===== config.mk =====
export PLATFORM = sky130hd
export DESIGN_NAME = pc_fetch_seq_flat
export DESIGN_NICKNAME = d
export VERILOG_FILES = /design/src/rtl/pc_fetch_seq_pkg.sv /design/src/rtl/pc_fetch_seq_if.sv /design/src/rtl/pc_fetch_seq_pc_next_calc.sv /design/src/rtl/pc_fetch_seq.sv /design/src/flat_wrapper.sv
export SDC_FILE = /design/constraint.sdc
export NUM_CORES = 1
export LEC_CHECK = 0
export CAP_MARGIN = 20
export CORE_UTILIZATION = 35
export CTS_CLUSTER_SIZE = 8
export DETAILED_ROUTE_END_ITERATION = 10
export GPL_TIMING_DRIVEN = 0
export PLACE_DENSITY = 0.64
export SKIP_CTS_REPAIR_TIMING = 1
export SLEW_MARGIN = 30
export SYNTH_ARGS = -nofsm -noshare
export SYNTH_HDL_FRONTEND = slang
export SYNTH_SLANG_ARGS = --single-unit

===== constraint.sdc =====
create_clock -name clk -period 3.2 [get_ports clk]
set_clock_uncertainty 0.05 [all_clocks]
set_input_delay 0.64 -clock clk [delete_from_list [all_inputs] [get_ports clk]]
set_output_delay 0.64 -clock clk [all_outputs]
set_load 0.01 [all_outputs]

===== src/rtl/pc_fetch_seq_pkg.sv =====
// Shared types and constants for the fetch/PC sequencer.
package pc_fetch_seq_pkg;

  // Sequencer states: RST -> FETCH -> ISSUE -> FETCH ..., ISSUE -> HALT
  typedef enum logic [1:0] {
    FS_RST   = 2'd0,
    FS_FETCH = 2'd1,
    FS_ISSUE = 2'd2,
    FS_HALT  = 2'd3
  } fetchState_e;

  // Instruction presented to decode while nothing has been fetched yet
  localparam logic [15:0] NOP_INSTR = 16'h0800;

  // Default PC after reset; any override must be even
  localparam logic [15:0] DEFAULT_RESET_PC = 16'h0000;

  // Instructions are 16 bits, so sequential flow advances by two bytes
  localparam logic [15:0] PC_STEP = 16'd2;

  // A fetch address is only legal on a halfword boundary
  function automatic logic isMisaligned(input logic [15:0] addr);
    return addr[0];
  endfunction

endpackage


===== src/rtl/pc_fetch_seq_if.sv =====
// Bus bundle between the sequencer, instruction memory and the decoder.
// The master side is the sequencer; the slave side is memory plus decode.
interface pc_fetch_seq_if;

  logic        imem_req;
  logic [15:0] imem_addr;
  logic [15:0] imem_rdata;
  logic        imem_done;

  logic [15:0] Instr;
  logic        InstrValid;
  logic        InstrAck;
  logic        PcSel;
  logic        RegJmp;
  logic        Halt;
  logic [15:0] Imm;
  logic [15:0] RsVal;

  logic [15:0] Pc;
  logic [15:0] PcPlus2;
  logic        Halted;
  logic        FetchErr;

  modport master (
    output imem_req, imem_addr, Instr, InstrValid, Pc, PcPlus2, Halted, FetchErr,
    input  imem_rdata, imem_done, InstrAck, PcSel, RegJmp, Halt, Imm, RsVal
  );

  modport slave (
    input  imem_req, imem_addr, Instr, InstrValid, Pc, PcPlus2, Halted, FetchErr,
    output imem_rdata, imem_done, InstrAck, PcSel, RegJmp, Halt, Imm, RsVal
  );

endinterface


===== src/rtl/pc_fetch_seq_pc_next_calc.sv =====
// Combinational next-PC selection: sequential, PC-relative or register jump.
// All adds wrap modulo 2^16; misalign flags an odd target.
module pc_next_calc
  import pc_fetch_seq_pkg::*;
(
  input  logic [15:0] pc_i,
  input  logic [15:0] imm_i,
  input  logic [15:0] rsVal_i,
  input  logic        pcSel_i,
  input  logic        regJmp_i,
  output logic [15:0] next_o,
  output logic [15:0] pcPlus2_o,
  output logic        misalign_o
);

  logic [15:0] branchTgt;
  logic [15:0] regTgt;

  assign pcPlus2_o  = pc_i + PC_STEP;
  assign branchTgt  = pcPlus2_o + imm_i;
  assign regTgt     = rsVal_i + imm_i;

  // Register jump beats PC-relative redirect, which beats fall-through
  always_comb begin
    next_o = pcPlus2_o;
    if (regJmp_i) begin
      next_o = regTgt;
    end else if (pcSel_i) begin
      next_o = branchTgt;
    end
  end

  assign misalign_o = isMisaligned(next_o);

endmodule


===== src/rtl/pc_fetch_seq.sv =====
// Fetch/PC sequencer: owns the PC, fetches one instruction at a time over
// the req/done memory handshake, holds it for decode until acknowledged,
// then applies the decoder's redirect/halt decision.
module pc_fetch_seq
  import pc_fetch_seq_pkg::*;
#(
  parameter logic [15:0] RESET_PC = DEFAULT_RESET_PC
)
(
  input  logic           clk,
  input  logic           rst,
  pc_fetch_seq_if.master bus
);

  fetchState_e state_q, state_d;
  logic [15:0] pc_q, pc_d;
  logic [15:0] instr_q, instr_d;
  logic        instrValid_q, instrValid_d;
  logic        halted_q, halted_d;
  logic        fetchErr_q, fetchErr_d;
  logic        imemReq;

  logic [15:0] nextPc;
  logic [15:0] pcPlus2;
  logic        misalign;

  pc_next_calc u_nextCalc (
    .pc_i       (pc_q),
    .imm_i      (bus.Imm),
    .rsVal_i    (bus.RsVal),
    .pcSel_i    (bus.PcSel),
    .regJmp_i   (bus.RegJmp),
    .next_o     (nextPc),
    .pcPlus2_o  (pcPlus2),
    .misalign_o (misalign)
  );

  // State, PC and instruction registers; reset wins over any in-flight fetch
  always_ff @(posedge clk) begin
    if (rst) begin
      state_q      <= FS_RST;
      pc_q         <= RESET_PC;
      instr_q      <= NOP_INSTR;
      instrValid_q <= 1'b0;
      halted_q     <= 1'b0;
      fetchErr_q   <= 1'b0;
    end else begin
      state_q      <= state_d;
      pc_q         <= pc_d;
      instr_q      <= instr_d;
      instrValid_q <= instrValid_d;
      halted_q     <= halted_d;
      fetchErr_q   <= fetchErr_d;
    end
  end

  // Next-state logic; completions and controls only matter in their own state
  always_comb begin
    state_d      = state_q;
    pc_d         = pc_q;
    instr_d      = instr_q;
    instrValid_d = instrValid_q;
    halted_d     = halted_q;
    fetchErr_d   = fetchErr_q;
    imemReq      = 1'b0;

    case (state_q)
      FS_RST: begin
        state_d = FS_FETCH;
      end

      FS_FETCH: begin
        imemReq = 1'b1;
        if (bus.imem_done) begin
          instr_d      = bus.imem_rdata;
          instrValid_d = 1'b1;
          state_d      = FS_ISSUE;
        end
      end

      FS_ISSUE: begin
        if (bus.InstrAck) begin
          instrValid_d = 1'b0;
          if (bus.Halt) begin
            halted_d = 1'b1;
            state_d  = FS_HALT;
          end else if (misalign) begin
            fetchErr_d = 1'b1;
            halted_d   = 1'b1;
            state_d    = FS_HALT;
          end else begin
            pc_d    = nextPc;
            state_d = FS_FETCH;
          end
        end
      end

      FS_HALT: begin
        state_d = FS_HALT;
      end

      default: begin
        state_d = FS_RST;
      end
    endcase
  end

  assign bus.imem_req   = imemReq;
  assign bus.imem_addr  = pc_q;
  assign bus.Instr      = instr_q;
  assign bus.InstrValid = instrValid_q;
  assign bus.Pc         = pc_q;
  assign bus.PcPlus2    = pcPlus2;
  assign bus.Halted     = halted_q;
  assign bus.FetchErr   = fetchErr_q;

endmodule

===== src/flat_wrapper.sv =====
// flat-port wrapper written by rule: the top's interface ports become plain ports
module pc_fetch_seq_flat import pc_fetch_seq_pkg::*;
#(
  parameter logic [15:0] RESET_PC = DEFAULT_RESET_PC
)
  (clk, rst, bus_imem_req, bus_imem_addr, bus_Instr, bus_InstrValid, bus_Pc, bus_PcPlus2, bus_Halted, bus_FetchErr, bus_imem_rdata, bus_imem_done, bus_InstrAck, bus_PcSel, bus_RegJmp, bus_Halt, bus_Imm, bus_RsVal);
  pc_fetch_seq_if bus_i ();
  input  logic clk;
  input  logic rst;
  output wire logic [$bits(bus_i.imem_req)-1:0] bus_imem_req;
  output wire logic [$bits(bus_i.imem_addr)-1:0] bus_imem_addr;
  output wire logic [$bits(bus_i.Instr)-1:0] bus_Instr;
  output wire logic [$bits(bus_i.InstrValid)-1:0] bus_InstrValid;
  output wire logic [$bits(bus_i.Pc)-1:0] bus_Pc;
  output wire logic [$bits(bus_i.PcPlus2)-1:0] bus_PcPlus2;
  output wire logic [$bits(bus_i.Halted)-1:0] bus_Halted;
  output wire logic [$bits(bus_i.FetchErr)-1:0] bus_FetchErr;
  input wire logic [$bits(bus_i.imem_rdata)-1:0] bus_imem_rdata;
  input wire logic [$bits(bus_i.imem_done)-1:0] bus_imem_done;
  input wire logic [$bits(bus_i.InstrAck)-1:0] bus_InstrAck;
  input wire logic [$bits(bus_i.PcSel)-1:0] bus_PcSel;
  input wire logic [$bits(bus_i.RegJmp)-1:0] bus_RegJmp;
  input wire logic [$bits(bus_i.Halt)-1:0] bus_Halt;
  input wire logic [$bits(bus_i.Imm)-1:0] bus_Imm;
  input wire logic [$bits(bus_i.RsVal)-1:0] bus_RsVal;
  assign bus_imem_req = bus_i.imem_req;
  assign bus_imem_addr = bus_i.imem_addr;
  assign bus_Instr = bus_i.Instr;
  assign bus_InstrValid = bus_i.InstrValid;
  assign bus_Pc = bus_i.Pc;
  assign bus_PcPlus2 = bus_i.PcPlus2;
  assign bus_Halted = bus_i.Halted;
  assign bus_FetchErr = bus_i.FetchErr;
  assign bus_i.imem_rdata = bus_imem_rdata;
  assign bus_i.imem_done = bus_imem_done;
  assign bus_i.InstrAck = bus_InstrAck;
  assign bus_i.PcSel = bus_PcSel;
  assign bus_i.RegJmp = bus_RegJmp;
  assign bus_i.Halt = bus_Halt;
  assign bus_i.Imm = bus_Imm;
  assign bus_i.RsVal = bus_RsVal;
  pc_fetch_seq #(.RESET_PC(RESET_PC)) u_core (.clk(clk), .rst(rst), .bus(bus_i));
endmodule

Yosys cells after proc, flatten, opt, wreduce, memory -nomap -nowiden
Index checks and enable logic that the tools add are counted.
{ "totals": {"ff_bits": 36, "input_bits": 55, "out_inout_bits": 68} }
{ "classes": {"n_addsub": 3, "n_eq_ne": 5, "mux": 13, "bitwise": 2, "n_reduce_logical": 9} }
{ "op_table": {"columns": ["cell", "count"], "rows": [
  ["16-bit adder", 2],
  ["16-bit two-way mux", 2],
  ["16-bit by 2-bit adder with 16-bit output, second input constant", 1],
  ["2-bit two-way mux", 4],
  ["2-bit one-hot mux with 4 select lines", 1],
  ["4-bit AND reduction", 2],
  ["3-bit AND reduction", 2],
  ["1-bit two-way mux", 5],
  ["2-bit == test, second input constant", 2],
  ["2-bit inequality test, second input constant", 2],
  ["2-bit AND reduction", 2],
  ["2-bit nonzero test", 2],
  ["2-bit by 1-bit == test with 1-bit output, second input constant", 1],
  ["2-bit zero test", 1],
  ["1-bit inverter", 2],
  ["1-bit one-hot mux with 2 select lines", 1]
]} }

Depth between registers and ports, before layout
Gate-level depths: netlist of the first run.
{ "depth": {"word_depth": 8, "mapped_depth": 12} }

By module
From an unflattened synthesis of the first run, not the netlist that was laid out.
{ "unflattened": {"cells_unflattened": 495, "hier_area_um2": 3813.7} }
{ "by_module_without_submodules": {"columns": ["mod", "n_inst", "cells_per_inst", "area_per_inst_um2", "seq_area_each_um2"], "rows": [
  ["pc_next_calc", 1, 317, 2195.9, 0.0],
  ["pc_fetch_seq", 1, 178, 1617.8, 740.7]
]} }

Least setup slack after synthesis of the first run
OpenSTA, ideal clock, no wires.
{ "synth_timing": {"path_kind": "register -> register", "from": "register u_core.pc_q[1] (netlist: u_core.bus.Pc[1])", "to": "register u_core.pc_q[15] (netlist: u_core.bus.Pc[15])", "setup_time_ns": 0.067, "arrival_ns": 2.851, "t_required_ns": 3.083, "setup_slack_ns": 0.232, "stages_incl_launch_ff": 13, "n_path_buf": 0, "path_cell_list": "dfxtp_1 -> ha_1 -> nand3_4 -> nor2_1 -> xor2_1 -> ha_1 -> a21oi_1 -> o21a_1 -> or2_2 -> o211ai_2 -> mux2i_1 -> mux2_4 -> o21ai_2"} }
{ "synth_between": {"elab_chain_cells": 4} }
{ "synth_rtl": {"columns": ["element", "line_no", "source"], "rows": [
  ["start: declaration", "pc_fetch_seq.sv:16", "logic [15:0] pc_q, pc_d;"],
  ["start signal: assignment", "pc_fetch_seq.sv:49", "pc_q <= pc_d;"],
  ["16-bit by 2-bit adder with 16-bit output", "pc_fetch_seq_pc_next_calc.sv:19", "assign pcPlus2_o = pc_i + PC_STEP;"],
  ["net bus_PcPlus2[9]", "flat_wrapper.sv:15", "output wire logic [$bits(bus_i.PcPlus2)-1:0] bus_PcPlus2;"],
  ["16-bit adder", "pc_fetch_seq_pc_next_calc.sv:20", "assign branchTgt = pcPlus2_o + imm_i;"],
  ["16-bit two-way mux", "pc_fetch_seq_pc_next_calc.sv:28", "end else if (pcSel_i) begin"],
  ["16-bit two-way mux", "pc_fetch_seq_pc_next_calc.sv:26", "if (regJmp_i) begin"]
]} }
The timed path passes the listed nets, and every way through them passes these cells.
A chain may end at the register's enable or synchronous reset.

Worst setup path in the final report of the first run
{ "layout_timing": {"from": "register u_core.pc_q[3] (netlist: u_core.bus.Pc[3])", "to": "register u_core.pc_q[15] (netlist: u_core.bus.Pc[15])"} }
{ "layout_between": {"elab_chain_cells": 4} }
{ "layout_rtl": {"columns": ["element", "line_no"], "rows": [
  ["16-bit by 2-bit adder with 16-bit output (*)", "pc_fetch_seq_pc_next_calc.sv:19"],
  ["16-bit adder", "pc_fetch_seq_pc_next_calc.sv:20"],
  ["16-bit two-way mux (*)", "pc_fetch_seq_pc_next_calc.sv:28"],
  ["16-bit two-way mux (*)", "pc_fetch_seq_pc_next_calc.sv:26"]
]} }
Mark *: on every way between the ends. The rest lies on a longest branch, timed or not.

==> flow_metrics.py, run 1 <==
metrics = {
    "timing": {
        "rsz0062_at_grt": "true",
        "max_slew.worst_pin.slew_ns": 0.532,
        "slew_headroom": 0.645,
        "min_period_ns": 3.04,
        "hold_viol": 0,
        "setup_ws_ns": 0.155,
        "max_freq_mhz": 328,
        "fin_tns_setup_ns": 0,
        "setup_viol": 0,
        "fin_crit_sh": 0.951,
        "drv_slew": 0,
    },
    "synth": {
        "synth_edf_count": 0,
        "synth-seq-area-share": 0.212,
        "async_reset_ff_frac": 0,
        "ys.warnings.count": 0,
        "synth_ff_type": "dfxtp_1",
        "synth_seq_cells": 36,
        "synth_cell_types": 62,
        "synthCells": 450,
        "avgSynthCellArea_sq_um": 7.54,
        "syn_area_sq_um": 3390,
    },
    "floorplanning": {
        "rows": 35,
        "die_height_um": 100,
        "initial_utilization": 0.364,
        "ios": 123,
        "die_area_sq_um": 10100,
        "die_w_um": 100,
        "core-area_sq_um": 9330,
    },
    "worst_setup_path": {
        "reg2reg_to": "u_core.bus.Pc[15]",
        "worstReg2RegStart": "u_core.bus.Pc[3]",
        "cp_max_fo": 8,
        "crit_chain": "nand4_1, nor2_4, nand2_1, xnor2_2, ha_1, a21oi_2, o21a_1, or2_2, o211ai_2, mux2i_1, mux2_4, o21ai_2",
        "cp-start-kind": "register",
        "max_stage_delay_ns": 0.41,
        "worst_r2r_path_depth": 12,
        "cp.arrival_ns": 3.23,
        "crit_required_ns": 3.38,
        "worstSetupEndpointType": "register",
        "critPathKind": "reg -> reg",
        "crit_path_top_delay_cell": "dfxtp_2",
        "ff2ff_setup_slack_ns": 0.16,
    },
    "grt": {
        "track_usage": 0.201,
        "grt_pass1_vias": 3291,
        "antenna_found_initial": 0,
        "grt_pass1_wl_mm": 16.1,
        "grt_max_degree": 12,
        "gr-total-overflow": 0,
    },
    "worst_hold_path": {
        "min_to": "u_core.bus.Instr[2]",
        "timing.hold.worst_path_depth": 2,
        "min_path_type": "reg -> reg",
        "holdCritStartpoint": "u_core.bus.Instr[2]",
    },
    "placement": {
        "gp_congestion": 0.858,
        "place.port_buffers": 118,
        "dp_hpwl_mm": 8.52,
        "dpl_worst_slack_ns": -0.355,
    },
    "route": {
        "dr_total_vias": 3649,
        "ant_nets": 0,
        "drt-initial-drc-count": 87,
        "routed_via_density": 5.13,
        "routed_wl_mm": 10.5,
        "wire_per_inst_um": 14.8,
        "wl_met3_um": 420,
        "first_pass_iters": 4,
        "dr_wl_met2_mm": 5.11,
        "maxUsedRoutingLayer": "met4",
        "route.detailed.drc": 0,
        "m1WireLength_mm": 4.87,
    },
    "final_layout": {
        "nets": 672,
        "antenna_cells": 0,
        "syn2layout_area_growth_pct": 48.0,
        "fillers": 954,
        "layout-drive-gt1-share": 0.123,
    },
    "cts": {
        "cts_tree": "yes",
        "clkTransAtPathRegs_ns": 0.08,
        "htreeDepth": 2,
        "cts_root_buf": "clkbuf_8",
        "clock-sinks": 36,
        "numCtsBuffers": 5,
        "clk_latency_ns": 0.29,
        "clock_path_buffers": 2,
    },
    "outcome": {
        "status": "finished clean",
    },
    "pwr": {
        "leakage_nw": 2.02,
        "vdd_drop_max_v": 0.000264,
        "p_per_area_nw_per_um2": 260,
    },
    "run": {
        "drv_cap": 0,
    },
}
[flip-flops by register name (all words and copies together), names as in the netlist]
register / flops
u_core.bus.Halted: 1
u_core.bus.Pc: 15
u_core.bus.Instr: 16
u_core.bus.InstrValid: 1
u_core.state_q: 2
u_core.bus.FetchErr: 1
[where the power goes]
| group | internal, mW | switching (mW) | total [mW] |
|---|---|---|---|
| registers | 0.464 | 0.0136 | 0.477 |
| clock network | 0.231 | 0.168 | 0.399 |
| logic | 0.213 | 0.215 | 0.428 |
| total | 0.908 | 0.396 | 1.30 |
[through the flow]
stage | std cells | power (mW) | area, sq um | hold WS (ns) | utilization
finish | 712 | 1.30 | 5020 | 0.406 | 0.538
global route | 712 | 1.38 | 5020 | 0.431 | 0.538
floorplan | 452 | 0.725 | 3400 | 0.431 | -
CTS | 707 | 1.30 | 4850 | 0.410 | 0.520
detailed placement | 699 | 0.900 | 4740 | 0.399 | 0.509
global placement | 699 | 0.897 | 4740 | 0.394 | 0.509
[cells by family after synthesis]
| logic type | after synthesis | synth area share |
|---|---|---|
| xor gates and xnor gates | 33 | 0.0852 |
| muxes | 5 | 0.0166 |
| and+or+nand+nor | 170 | 0.242 |
| DFF | 36 | 0.212 |
| other | 1 | 0.00111 |
| adders and majority gates | 35 | 0.133 |
| AOI/OAI and AO/OA | 124 | 0.238 |
| buffers and inverters | 46 | 0.0712 |
[per-layer routing]
layer | vias to the layer above | global-route usage
li1 | 1850 | -
met3 | 11 | 0.0270
met4 | 0 | 0.0390
met1 | 1681 | 0.265
met5 | - | 0
met2 | 107 | 0.351
[critical path, delay by kind of cell, from the launching register on]
family	cells	cell delay, ns
simple gates	4	0.84
mux	2	0.57
compound gates	4	0.52
flops	1	0.41
fa+ha+maj	1	0.38
xor+xnor	1	0.20
[cells in the final DEF (no fill, tap or decap), types with 14 or more instances in the layout]
master | netlist | final
clkdlybuf4s50_1 | 0 | 118
nand2_1 | 65 | 65
a21oi_1 | 47 | 46
nor2_1 | 40 | 39
ha_1 | 33 | 29
dfxtp_1 | 36 | 28
buf_4 | 18 | 23
xor2_1 | 19 | 17
clkbuf_1 | 13 | 14
[synth_stat cells (6+ instances only)]
cell type  number  area, sq um
nand2_1        65          244
a21oi_1        47          235
nor2_1         40          150
dfxtp_1        36          721
ha_1           33          413
xor2_1         19          166
buf_4          18          135
xnor2_1        14          123
clkbuf_1       13         48.8
inv_1          13         48.8
nand3_1        13         65.1
o21ai_0        13         65.1
a211oi_1       12         90.1
a21o_1         10         75.1
nand2b_1        7         43.8
nor2b_1         7         43.8
nor3_1          7         35.0
nand3b_1        6         45.0
[worst max path at each step]
stage	slack [ns]	endpoint	startpoint
global route	-0.01	u_core.bus.Pc[15]	u_core.bus.Pc[3]
finish	0.16	u_core.bus.Pc[15]	u_core.bus.Pc[3]
detailed placement	-0.35	u_core.bus.Pc[14]	bus_Imm[0]
global placement	-0.32	u_core.bus.Pc[13]	bus_Imm[1]
floorplan	0.23	u_core.bus.Pc[15]	u_core.bus.Pc[1]
CTS	-0.18	u_core.bus.Pc[14]	u_core.bus.Pc[6]
[cell type report]
class,instances,area (sq um),area share
inverters,13,48.8,0.00972
clock buffers,6,72.6,0.0145
well taps,129,161,0.0321
plain buffers,33,193,0.0384
repair buffers,123,1220,0.243
clock inverters,2,35.0,0.00698
multi-input cells,370,2560,0.510
flip-flops and latches,36,733,0.146
(Power assumes the default switching activity.)
==> run 2, diff against run 1 <==
--- a/config.mk
+++ b/config.mk
@@ -11,6 +11,7 @@
 export DETAILED_ROUTE_END_ITERATION = 10
 export GPL_TIMING_DRIVEN = 0
 export PLACE_DENSITY = 0.64
+export SETUP_SLACK_MARGIN = 0.3
 export SKIP_CTS_REPAIR_TIMING = 1
 export SLEW_MARGIN = 30
 export SYNTH_ARGS = -nofsm -noshare
==> flow_metrics.py, run 2 (synthesis gave the netlist of run 1 again) <==
metrics = {
    "cts": {
        "clock-sinks": 36,
        "htreeDepth": 2,
        "cts_tree": "yes",
        "clkTransAtPathRegs_ns": 0.08,
        "cts_root_buf": "clkbuf_8",
        "numCtsBuffers": 5,
        "clk_latency_ns": 0.29,
        "clock_path_buffers": 2,
    },
    "worst_setup_path": {
        "crit_family": "compound AO/OA/AOI/OAI gates",
        "crit_path_top_delay_cell": "clkdlybuf4s50_1",
        "crit_required_ns": 3.33,
        "ff2ff_setup_slack_ns": 0.32,
        "worstReg2RegStart": "u_core.bus.Pc[3]",
        "cp_max_fo": 3,
        "max_stage_delay_ns": 0.48,
        "reg2reg_to": "u_core.bus.Pc[14]",
        "crit_start": "bus_RsVal[0]",
        "crit_chain": "clkdlybuf4s50_1, ha_2, inv_1, fa_2, nor2b_4, o21bai_4, a21o_1, a31oi_4, o21ai_2, mux2i_1, a311o_1",
        "critPathKind": "in -> reg",
        "worst_r2r_path_depth": 12,
        "critPathBufInv": 2,
        "cp-start-kind": "primary input",
        "cp.arrival_ns": 3.04,
        "worstSetupEndpointType": "register",
    },
    "timing": {
        "slew_headroom": 0.631,
        "max_slew.worst_pin.slew_ns": 0.553,
        "holdWs_ns": 0.405,
        "min_period_ns": 2.91,
        "fin_crit_sh": 0.910,
        "max_freq_mhz": 343,
        "hold_viol": 0,
        "drv_slew": 0,
        "fin_tns_setup_ns": 0,
        "setup_viol": 0,
        "setup_ws_ns": 0.288,
        "rsz0062_at_grt": "true",
    },
    "placement": {
        "dpl_worst_slack_ns": -0.348,
        "dp_hpwl_mm": 8.80,
        "place.port_buffers": 118,
        "place_area_sq_um": 4770,
        "dp.cells": 699,
        "gp_congestion": 0.857,
    },
    "floorplanning": {
        "die_area_sq_um": 10100,
        "die_w_um": 100,
        "die_height_um": 100,
        "initial_utilization": 0.364,
        "rows": 35,
        "core-area_sq_um": 9330,
        "ios": 123,
    },
    "route": {
        "dr_total_vias": 3814,
        "wire_per_inst_um": 15.5,
        "routed_wl_mm": 11.3,
        "ant_nets": 0,
        "routed_via_density": 5.25,
        "first_pass_iters": 5,
        "route.detailed.drc": 0,
        "drt-initial-drc-count": 152,
    },
    "pwr": {
        "sw_frac_of_total": 0.304,
        "comb_power_share": 0.345,
        "switching_power_mw": 0.402,
        "seqPwrFrac": 0.358,
        "leakage_nw": 2.23,
        "clkPwrFrac": 0.296,
        "p_per_area_nw_per_um2": 245,
        "vdd_drop_max_v": 0.000194,
        "p_int_mw": 0.918,
    },
    "worst_hold_path": {
        "min_to": "u_core.bus.Instr[2]",
        "timing.hold.worst_path_depth": 2,
        "min_path_type": "reg -> reg",
        "holdCritStartpoint": "u_core.bus.Instr[2]",
    },
    "final_layout": {
        "layout-drive-gt1-share": 0.187,
        "fillers": 919,
        "syn2layout_area_growth_pct": 58.8,
        "layout_commonest_cell": "clkdlybuf4s50_1",
        "fin_cells": 727,
        "fin_area_sq_um": 5390,
        "final_cell_mix": "112 x clkdlybuf4s50_1, 64 x nand2_1, 43 x a21oi_1, 38 x buf_4, 37 x nor2_1",
        "antenna_cells": 0,
        "nets": 687,
        "largest_reg_flops": 16,
    },
    "grt": {
        "track_usage": 0.213,
        "grt_pass1_wl_mm": 16.9,
        "antenna_found_initial": 0,
        "grt_max_degree": 12,
        "grt_pass1_vias": 3562,
        "gr-total-overflow": 0,
    },
    "outcome": {
        "status": "finished clean",
    },
    "run": {
        "drv_cap": 0,
    },
}
## run 2: cell types whose count changed in the layout (fill, tap and decap cells not counted), sizes merged
| cell | change |
|---|---|
| dlymetal6s2s | +6 |
| clkdlybuf4s50 | -6 |
| buf | +15 |
## run 2: power groups by stage
stage                     Clock, mW  Combinational, mW  Sequential [mW]
after floorplan                   0              0.233            0.492
after global placement            0              0.411            0.487
after detailed placement          0              0.415            0.488
after CTS                     0.400              0.418            0.478
after global routing          0.425              0.499            0.475
final                         0.391              0.456            0.473
## run 2: worst max-delay path by stage
stage	slack, ns	depth (start not counted)	to
after floorplan	0.31	12	u_core.bus.Pc[15]
after global placement	-0.32	11	u_core.bus.Pc[13]
after detailed placement	-0.35	11	u_core.bus.Pc[13]
after CTS	-0.14	12	u_core.bus.Pc[14]
after global routing	0.16	12	u_core.bus.Pc[14]
final	0.29	11	u_core.bus.Pc[14]
## run 2: stage by stage
stage                     total power, mW   util
after detailed placement            0.904  0.511
after CTS                            1.30  0.523
after global routing                 1.40  0.578
final                                1.32  0.578
after floorplan                     0.726      -
after global placement              0.898  0.511
## run 2: per-layer routing
metal | global-route usage | part of all wire | up-vias
met5 | 0 | 0 | -
met4 | 0.0580 | 0.022 | 0
met3 | 0.0312 | 0.048 | 25
met2 | 0.371 | 0.50 | 125
met1 | 0.272 | 0.43 | 1782
li1 | - | - | 1882
## run 2: cell type report
| cell class | instances | area [sq um] | area share |
|---|---|---|---|
| Timing Repair Buffer | 138 | 1350 | 0.250 |
| Sequential cell | 36 | 753 | 0.140 |
| Clock buffer | 6 | 72.6 | 0.0135 |
| Inverter | 13 | 48.8 | 0.00906 |
| Clock inverter | 2 | 35.0 | 0.00650 |
| Tap cell | 129 | 161 | 0.0300 |
| Multi-Input combinational cell | 370 | 2780 | 0.516 |
| Buffer | 33 | 193 | 0.0358 |
## run 2: worst register-to-register path: cells and delay by family, from the launching register on
family                   cells  cell delay [ns]
AO/OA/AOI/OAI                4             0.95
AND/OR/NAND/NOR              5             0.80
flip-flops                   1             0.39
XOR/XNOR                     2             0.34
adder cells (fa/ha/maj)      1             0.26
==> run 3, diff against run 2 <==
--- a/config.mk
+++ b/config.mk
@@ -5,12 +5,13 @@
 export SDC_FILE = /design/constraint.sdc
 export NUM_CORES = 1
 export LEC_CHECK = 0
+export ABC_AREA = 1
 export CAP_MARGIN = 20
 export CORE_UTILIZATION = 35
 export CTS_CLUSTER_SIZE = 8
 export DETAILED_ROUTE_END_ITERATION = 10
 export GPL_TIMING_DRIVEN = 0
-export PLACE_DENSITY = 0.64
+export PLACE_DENSITY = 0.63
 export SETUP_SLACK_MARGIN = 0.3
 export SKIP_CTS_REPAIR_TIMING = 1
 export SLEW_MARGIN = 30
==> flow_metrics.py, run 3 <==
metrics = {
    "outcome": {
        "status": "finished clean",
    },
    "synth": {
        "ys.warnings.count": 0,
        "synth_edf_count": 0,
        "syn_area_sq_um": 3720,
        "ys_top_cells_by_area": "dfxtp_1 19%, nand2_1 14%, ha_1 11%",
        "synth.most_common_cell": "nand2_1",
        "synth_seq_cells": 36,
        "synth_cell_types": 37,
        "synth_top_cells_by_count": "135 x nand2_1, 79 x inv_1, 76 x nor2_1",
        "yosysTopAreaCell": "dfxtp_1",
        "avgSynthCellArea_sq_um": 6.10,
        "synthCells": 611,
        "synth_ff_type": "dfxtp_1",
        "synth-seq-area-share": 0.193,
        "async_reset_ff_frac": 0,
        "synth_top_area_frac": 0.193,
    },
    "worst_hold_path": {
        "timing.hold.worst_path_depth": 2,
        "min_path_type": "reg -> reg",
        "holdCritStartpoint": "u_core.bus.Instr[11]",
        "min_to": "u_core.bus.Instr[11]",
    },
    "cts": {
        "htreeDepth": 2,
        "clock_path_buffers": 2,
        "clkTransAtPathRegs_ns": 0.08,
        "cts_tree": "yes",
        "clk_latency_ns": 0.30,
        "cts_root_buf": "clkbuf_8",
        "numCtsBuffers": 5,
        "clock-sinks": 36,
    },
    "grt": {
        "met3_usage": 0.0374,
        "track_usage": 0.223,
        "antenna_found_initial": 0,
        "gr-total-overflow": 0,
        "busiest_layer": "met2",
        "met1_usage": 0.302,
        "grt_max_degree": 13,
        "use_met2": 0.370,
        "grt_pass1_wl_mm": 19.8,
        "grt_pass1_vias": 4102,
    },
    "timing": {
        "max_freq_mhz": 358,
        "fin_crit_sh": 0.873,
        "min_period_ns": 2.79,
        "hold_viol": 0,
        "holdWs_ns": 0.421,
        "drv_slew": 0,
        "fin_tns_setup_ns": 0,
        "rsz0062_at_grt": "true",
        "setup_viol": 0,
    },
    "worst_setup_path": {
        "cp.arrival_ns": 2.10,
        "ff2ff_setup_slack_ns": 0.53,
        "worst_r2r_path_depth": 17,
        "cp_max_fo": 5,
        "critPathKind": "reg -> out",
        "crit_required_ns": 2.51,
        "worstReg2RegStart": "u_core.bus.Pc[9]",
        "worstSetupEndpointType": "output port",
        "crit_start": "u_core.bus.Pc[2]",
        "cp-start-kind": "register",
        "reg2reg_to": "u_core.bus.Pc[12]",
    },
    "final_layout": {
        "layout-drive-gt1-share": 0.0921,
        "largest_reg_flops": 16,
        "final_cell_mix": "135 x nand2_1, 117 x clkdlybuf4s50_1, 78 x inv_1, 74 x nor2_1, 54 x a21oi_1",
        "nets": 827,
        "syn2layout_area_growth_pct": 40.2,
        "layout_commonest_cell": "nand2_1",
        "antenna_cells": 0,
    },
    "floorplanning": {
        "rows": 37,
        "die_height_um": 105,
        "die_w_um": 105,
        "ios": 123,
        "core-area_sq_um": 10300,
        "initial_utilization": 0.361,
        "die_area_sq_um": 11100,
    },
    "route": {
        "first_pass_iters": 5,
        "dr_total_vias": 4249,
        "routed_via_density": 4.86,
        "routed_wl_mm": 11.9,
        "route.detailed.drc": 0,
        "wire_per_inst_um": 13.6,
        "ant_nets": 0,
        "drt-initial-drc-count": 224,
    },
    "pwr": {
        "leakage_nw": 2.52,
        "sw_frac_of_total": 0.354,
        "switching_power_mw": 0.467,
        "p_per_area_nw_per_um2": 253,
        "seqPwrFrac": 0.371,
        "clkPwrFrac": 0.254,
        "p_total_mw": 1.32,
        "p_int_mw": 0.853,
        "comb_power_share": 0.375,
        "vdd_drop_max_v": 0.000203,
    },
    "placement": {
        "gp_congestion": 0.878,
        "place.port_buffers": 117,
        "dp_hpwl_mm": 9.81,
    },
    "run": {
        "drv_cap": 0,
    },
}
## run 3: cells by family after synthesis
kind of cell / after synthesis / share of synthesized area
buffers and inverters: 116 / 0.148
xor gates and xnor gates: 14 / 0.0329
DFF: 36 / 0.193
and+or+nand+nor: 293 / 0.339
other: 1 / 0.00101
adders and majority gates: 35 / 0.122
AOI/OAI and AO/OA: 116 / 0.164
## run 3: stage by stage
stage / worst slack (ns) / utilization / std cells / cell area, sq um
final: 0.407 / 0.506 / 874 / 5220
after global routing: 0.251 / 0.506 / 874 / 5220
after floorplan: 0.718 / - / 613 / 3730
after CTS: 0.141 / 0.500 / 874 / 5160
after detailed placement: 0.255 / 0.491 / 866 / 5070
after global placement: 0.278 / 0.491 / 866 / 5070
## run 3: final cells by class
| type | count | area, sq um |
|---|---|---|
| clock inverters | 3 | 18.8 |
| clock buffers | 5 | 68.8 |
| multi-input cells | 461 | 2510 |
| plain buffers | 32 | 235 |
| fillers | 1067 | 5100 |
| flip-flops and latches | 36 | 734 |
| inverters | 84 | 318 |
| repair buffers | 117 | 1170 |
| well taps | 136 | 170 |
## run 3: power by group through the flow
stage | logic (mW) | clock network, mW | registers (mW)
finish | 0.495 | 0.336 | 0.490
detailed placement | 0.490 | 0 | 0.501
floorplan | 0.269 | 0 | 0.509
global placement | 0.485 | 0 | 0.500
CTS | 0.493 | 0.342 | 0.491
global route | 0.554 | 0.365 | 0.494
## run 3: worst max-delay path, cell delays in order, from the launching register on
cell and delay, ns:
dfxtp_2 0.39, ha_2 0.25, nand3_4 0.12, inv_2 0.08
nand3_1 0.11, xor2_2 0.18, inv_1 0.14, clkdlybuf4s50_1 0.55
## run 3: per-layer routing
metal | share of wire | routed length, um
met1 | 0.47 | 5610
met2 | 0.45 | 5390
met3 | 0.061 | 717
met4 | 0.012 | 140
met5 | 0 | 0
## run 3: how the worst max path moves through the flow
stage | slack (ns) | to
finish | 0.41 | bus_PcPlus2[11]
global route | 0.25 | u_core.bus.Pc[12]
CTS | 0.14 | bus_PcPlus2[7]
detailed placement | 0.26 | u_core.bus.Pc[11]
global placement | 0.28 | u_core.bus.Pc[11]
floorplan | 0.72 | u_core.bus.Pc[14]
